## config.mk

```make
export PLATFORM = sky130hd
export DESIGN_NAME = sync_fifo
export DESIGN_NICKNAME = d
export VERILOG_FILES = /design/src/rtl/sync_fifo_pkg.sv /design/src/rtl/sync_fifo_ram.sv /design/src/rtl/sync_fifo.sv
export SDC_FILE = /design/constraint.sdc
export NUM_CORES = 1
export LEC_CHECK = 0
export CORE_UTILIZATION = 30
export DETAILED_ROUTE_END_ITERATION = 10
export PLACE_DENSITY = 0.56
export RECOVER_POWER = 100
export SLEW_MARGIN = 10
export SYNTH_ARGS = -nofsm -noshare
export SYNTH_HDL_FRONTEND = slang
export SYNTH_SLANG_ARGS = --single-unit
```

## constraint.sdc

```tcl
create_clock -name clk -period 3.9 [get_ports clk]
set_input_delay 0.39 -clock clk [delete_from_list [all_inputs] [get_ports clk]]
set_output_delay 0.39 -clock clk [all_outputs]
set_load 0.1 [all_outputs]
```

## src/rtl/sync_fifo_pkg.sv

```systemverilog
// rtl/sync_fifo_pkg.sv - shared defaults and pointer/count types for the byte FIFO.
package sync_fifo_pkg;

    localparam int DATA_W_DEF = 8;
    localparam int DEPTH_DEF  = 16;
    localparam int ADDR_W_DEF = $clog2(DEPTH_DEF);

    typedef logic [ADDR_W_DEF-1:0] ptr_t;
    typedef logic [ADDR_W_DEF:0]   cnt_t;

endpackage

```

## src/rtl/sync_fifo_ram.sv

```systemverilog
// rtl/sync_fifo_ram.sv - DEPTH x DATA_W storage, synchronous write, registered read.
module sync_fifo_ram #(
    parameter int DATA_W = 8,
    parameter int DEPTH  = 16,
    localparam int ADDR_W = $clog2(DEPTH)
) (
    input  logic              clk,
    input  logic              rst,
    input  logic              we_i,
    input  logic [ADDR_W-1:0] waddr_i,
    input  logic [DATA_W-1:0] wdata_i,
    input  logic              re_i,
    input  logic [ADDR_W-1:0] raddr_i,
    output logic [DATA_W-1:0] rdata_o
);

    logic [DATA_W-1:0] mem_q [DEPTH];
    logic [DATA_W-1:0] rdata_q;

    always_ff @(posedge clk) begin
        if (we_i) begin
            mem_q[waddr_i] <= wdata_i;
        end
    end

    // Read-before-write: a read and write to the same slot return the old word.
    always_ff @(posedge clk) begin
        if (rst) begin
            rdata_q <= '0;
        end else if (re_i) begin
            rdata_q <= mem_q[raddr_i];
        end
    end

    assign rdata_o = rdata_q;

endmodule

```

## src/rtl/sync_fifo.sv

```systemverilog
// rtl/sync_fifo.sv - single-clock byte FIFO with registered read data and flags.
// SYNC_FIFO_COUNT_EN exposes the occupancy register as fifo_count.
module sync_fifo
    import sync_fifo_pkg::*;
#(
    parameter int DATA_W = DATA_W_DEF,
    parameter int DEPTH  = DEPTH_DEF,
    localparam int ADDR_W = $clog2(DEPTH)
) (
    input  logic              clk,
    input  logic              rst,
    input  logic [DATA_W-1:0] fifo_din,
    input  logic              write,
    input  logic              read,
    output logic [DATA_W-1:0] fifo_dout,
    output logic              empty,
    output logic              full
`ifdef SYNC_FIFO_COUNT_EN
    ,
    output logic [ADDR_W:0]   fifo_count
`endif
);

    localparam logic [ADDR_W:0] FULL_CNT = (ADDR_W + 1)'(DEPTH);

    logic [ADDR_W-1:0] wr_ptr_q, wr_ptr_d;
    logic [ADDR_W-1:0] rd_ptr_q, rd_ptr_d;
    logic [ADDR_W:0]   count_q, count_d;
    logic              empty_q, empty_d;
    logic              full_q, full_d;
    logic              wr_acc, rd_acc;

    // A write into a full FIFO is allowed when a read frees a slot at the same edge.
    always_comb begin
        wr_acc   = write & (~full_q | read);
        rd_acc   = read & ~empty_q;
        wr_ptr_d = wr_ptr_q;
        rd_ptr_d = rd_ptr_q;
        count_d  = count_q;
        if (wr_acc) begin
            wr_ptr_d = wr_ptr_q + 1'b1;
        end
        if (rd_acc) begin
            rd_ptr_d = rd_ptr_q + 1'b1;
        end
        case ({wr_acc, rd_acc})
            2'b10:   count_d = count_q + 1'b1;
            2'b01:   count_d = count_q - 1'b1;
            default: count_d = count_q;
        endcase
        empty_d = (count_d == '0);
        full_d  = (count_d == FULL_CNT);
    end

    always_ff @(posedge clk) begin
        if (rst) begin
            wr_ptr_q <= '0;
            rd_ptr_q <= '0;
            count_q  <= '0;
            empty_q  <= 1'b1;
            full_q   <= 1'b0;
        end else begin
            wr_ptr_q <= wr_ptr_d;
            rd_ptr_q <= rd_ptr_d;
            count_q  <= count_d;
            empty_q  <= empty_d;
            full_q   <= full_d;
        end
    end

    sync_fifo_ram #(
        .DATA_W (DATA_W),
        .DEPTH  (DEPTH)
    ) u_ram (
        .clk     (clk),
        .rst     (rst),
        .we_i    (wr_acc),
        .waddr_i (wr_ptr_q),
        .wdata_i (fifo_din),
        .re_i    (rd_acc),
        .raddr_i (rd_ptr_q),
        .rdata_o (fifo_dout)
    );

    assign empty = empty_q;
    assign full  = full_q;

`ifdef SYNC_FIFO_COUNT_EN
    assign fifo_count = count_q;
`endif

endmodule

```

==> flow_summary.json <==
{
  "yosys_warnings": 0,
  "routed_via_density": 4.69,
  "clk_pin_slew_worst_paths_ps": 60,
  "grt_pass1_wl_um": 18600,
  "synth_cell_types": 45,
  "critPathMaxStageDelay_ps": 630,
  "cts_tree": "built",
  "wire_per_inst_um": 17.9,
  "diodes": 0,
  "layout-drive-gt1-share_pct": 15.2,
  "yosys.area.top_type": "edfxtp_1",
  "cts_max_level": 4,
  "antenna_left": 0,
  "grt_max_degree": 24,
  "first_global_vias": 3135,
  "route.detailed.drc": 0,
  "criticalPathCategory": "in2reg",
  "p_total_w": 0.00401,
  "max_slew.worst_pin.slew_ps": 1100,
  "vdd_drop_max_uv": 231,
  "synth.top_cell.area_share_pct": 63.4,
  "fin_cells": 653,
  "routabilityCongestion": 0.775,
  "worstSetupEndpointType": "flop",
  "power_density_nw_per_um2": 566,
  "cts_sinks": 151,
  "hold_class": "reg2reg",
  "post-route-period-util_pct": 79.0,
  "synthesis.nets": 369,
  "layout.nets": 394,
  "drt_iter0_markers": 247,
  "slew_viol_final": 0,
  "worst_skew_pair.late_latency_ps": 420,
  "fillers": 1875,
  "hold_viol_final": 0,
  "synth-async-reset-ratio_pct": 0,
  "root_buffer": "clkbuf_16",
  "core_area_um2": 19700,
  "cts-resized-gates": 0,
  "r2r.worst_path.cells": 6,
  "start_util_pct": 30.9,
  "ys.flop_type": "edfxtp_1",
  "synth-seq-cells": 151,
  "fmax_ghz": 0.324,
  "drv_cap": 0,
  "die-area_um2": 20800,
  "place_inst": 621,
  "syn_inst": 350,
  "dp_hpwl_um": 7530,
  "synth_area_per_cell_um2": 17.3,
  "cp_max_fo": 19,
  "hold_path_depth": 2,
  "synthTopCellsByArea": "edfxtp_1 (63%), mux4_2 (12%), dfxtp_1 (7.6%)",
  "cp.required_ps": 4230,
  "crit_chain": "dlygate4sd3_1, or2b_1, inv_1, ha_1, or4b_1, a211oi_1, nor3b_2",
  "status": "complete, no violations",
  "seq_area_frac_synth_pct": 71.0,
  "post_cts_buffers": 0,
  "period_needed_ps": 3080,
  "rows": 51,
  "port_buffers": 21,
  "antenna_found_initial": 0,
  "rsz0062_at_grt": "false",
  "finalSetupViolCount": 0,
  "die_w_um": 144,
  "routed_wl_um": 11700,
  "ctsHoldBuffers": 0,
  "grt_use_total_pct": 12.7,
  "startpoint_type": "primary input",
  "worstPathArrival_ps": 3410,
  "syn_area_um2": 6060,
  "setup_tns_ps": 0,
  "area_growth_syn_to_layout_pct": 16.8,
  "numCtsBuffers": 17,
  "timing.slew.headroom_pct": 26.4,
  "synth_edf_count": 128,
  "post-route-util_pct": 36.0,
  "dp_slack_ps": 626,
  "finClkSkew_ps": 14.4,
  "overflow": 0,
  "clockBufferDepth": 2,
  "die_h_um": 144,
  "setup_slack_ps": 818,
  "first_pass_iters": 5,
  "cp_slowest_cell": "or2b_1",
  "io_pins": 22,
  "vias": 3065,
  "p_leak_nw": 2.25
}
-- Yosys cell counts, types with 2 or more instances --
master / number
o21ai_0: 2
dfxtp_1: 23
inv_1: 5
nor2b_1: 2
nor2_1: 37
mux2i_1: 4
xnor2_1: 3
nand2_1: 9
buf_1: 3
buf_2: 5
xor2_1: 6
ha_1: 7
edfxtp_1: 128
nor3_1: 4
clkbuf_1: 9
nand2b_1: 3
mux4_2: 32
buf_4: 4
nor4b_1: 2
nand4_1: 3
a21oi_1: 20
a22oi_1: 16
-- worst max-delay path, delay by kind of cell --
family | cells | cell delay (ps)
AND/OR/NAND/NOR | 3 | 1320
AO/OA/AOI/OAI | 1 | 330
buffers and inverters | 2 | 780
adder cells (fa/ha/maj) | 1 | 570
-- flip-flops by register name, indices dropped and copies added, names as in the netlist --
signal,count
count_q,5
empty,1
full,1
rd_ptr_q,4
u_ram.mem_q,128
u_ram.rdata_o,8
wr_ptr_q,4
-- placed cells by master (no fill, tap or decap), drive strengths merged, types with 2 or more instances in the layout --
cell	instances
ha	7
nor2b	2
dfxtp	23
clkinv	2
mux2i	4
clkbuf	35
nor3	5
a21oi	21
nand2b	3
nor3b	2
dlygate4sd3	20
mux4	32
nand4	3
xor2	6
inv	5
nor2	37
edfxtp	128
o21ai	2
a22oi	16
nor4b	2
xnor2	4
bufinv	2
nand2	9
-- metal layers --
metal  GRT usage (%)  wire length (um)  vias up
li1                -                 -     1432
met1            16.8              5600     1565
met2            19.8              5580       64
met3            3.58               455        4
met4            5.15                82        0
met5               0                 0        -
-- area by class of cell --
class / count / area, um2 / share of cell area, %
well taps: 265 / 332 / 4.68
repair buffers: 29 / 256 / 3.62
clock inverters: 4 / 70.1 / 0.989
clock buffers: 28 / 487 / 6.87
multi-input cells: 171 / 1620 / 22.8
flip-flops and latches: 151 / 4300 / 60.8
inverters: 5 / 18.8 / 0.265
-- cell families after synthesis --
logic type / share of synthesized area (%)
flip-flops: 71.0
AND/OR/NAND/NOR: 5.90
AO/OA/AOI/OAI: 5.14
multiplexers: 12.5
buffers and inverters: 2.23
XOR/XNOR: 1.75
adder cells (fa/ha/maj): 1.44
-- final timing paths --
kind                                      start                             to  slack [ps]
setup / recovery                           read                full$_SDFF_PP0_         820
hold / removal    u_ram.rdata_o[7]$_SDFFE_PP0P_  u_ram.rdata_o[7]$_SDFFE_PP0P_         490
setup reg to reg               empty$_SDFF_PP1_                full$_SDFF_PP0_        1080
hold reg to reg   u_ram.rdata_o[7]$_SDFFE_PP0P_  u_ram.rdata_o[7]$_SDFFE_PP0P_         490
-- where the power goes --
group | switching, W | internal (W)
logic | 0.000332 | 0.000240
clock network | 0.000577 | 0.000975
registers | 0.0000759 | 0.00181
-- per-stage QoR --
step | hold WS, ps | cell area (um2)
3_3_place_gp | 471 | 6560
2_1_floorplan | 459 | 6060
3_5_place_dp | 489 | 6560
4_1_cts | 502 | 7120
5_1_grt | 529 | 7080
6_report | 492 | 7080
Note: power is estimated with default switching activity, not from simulation.
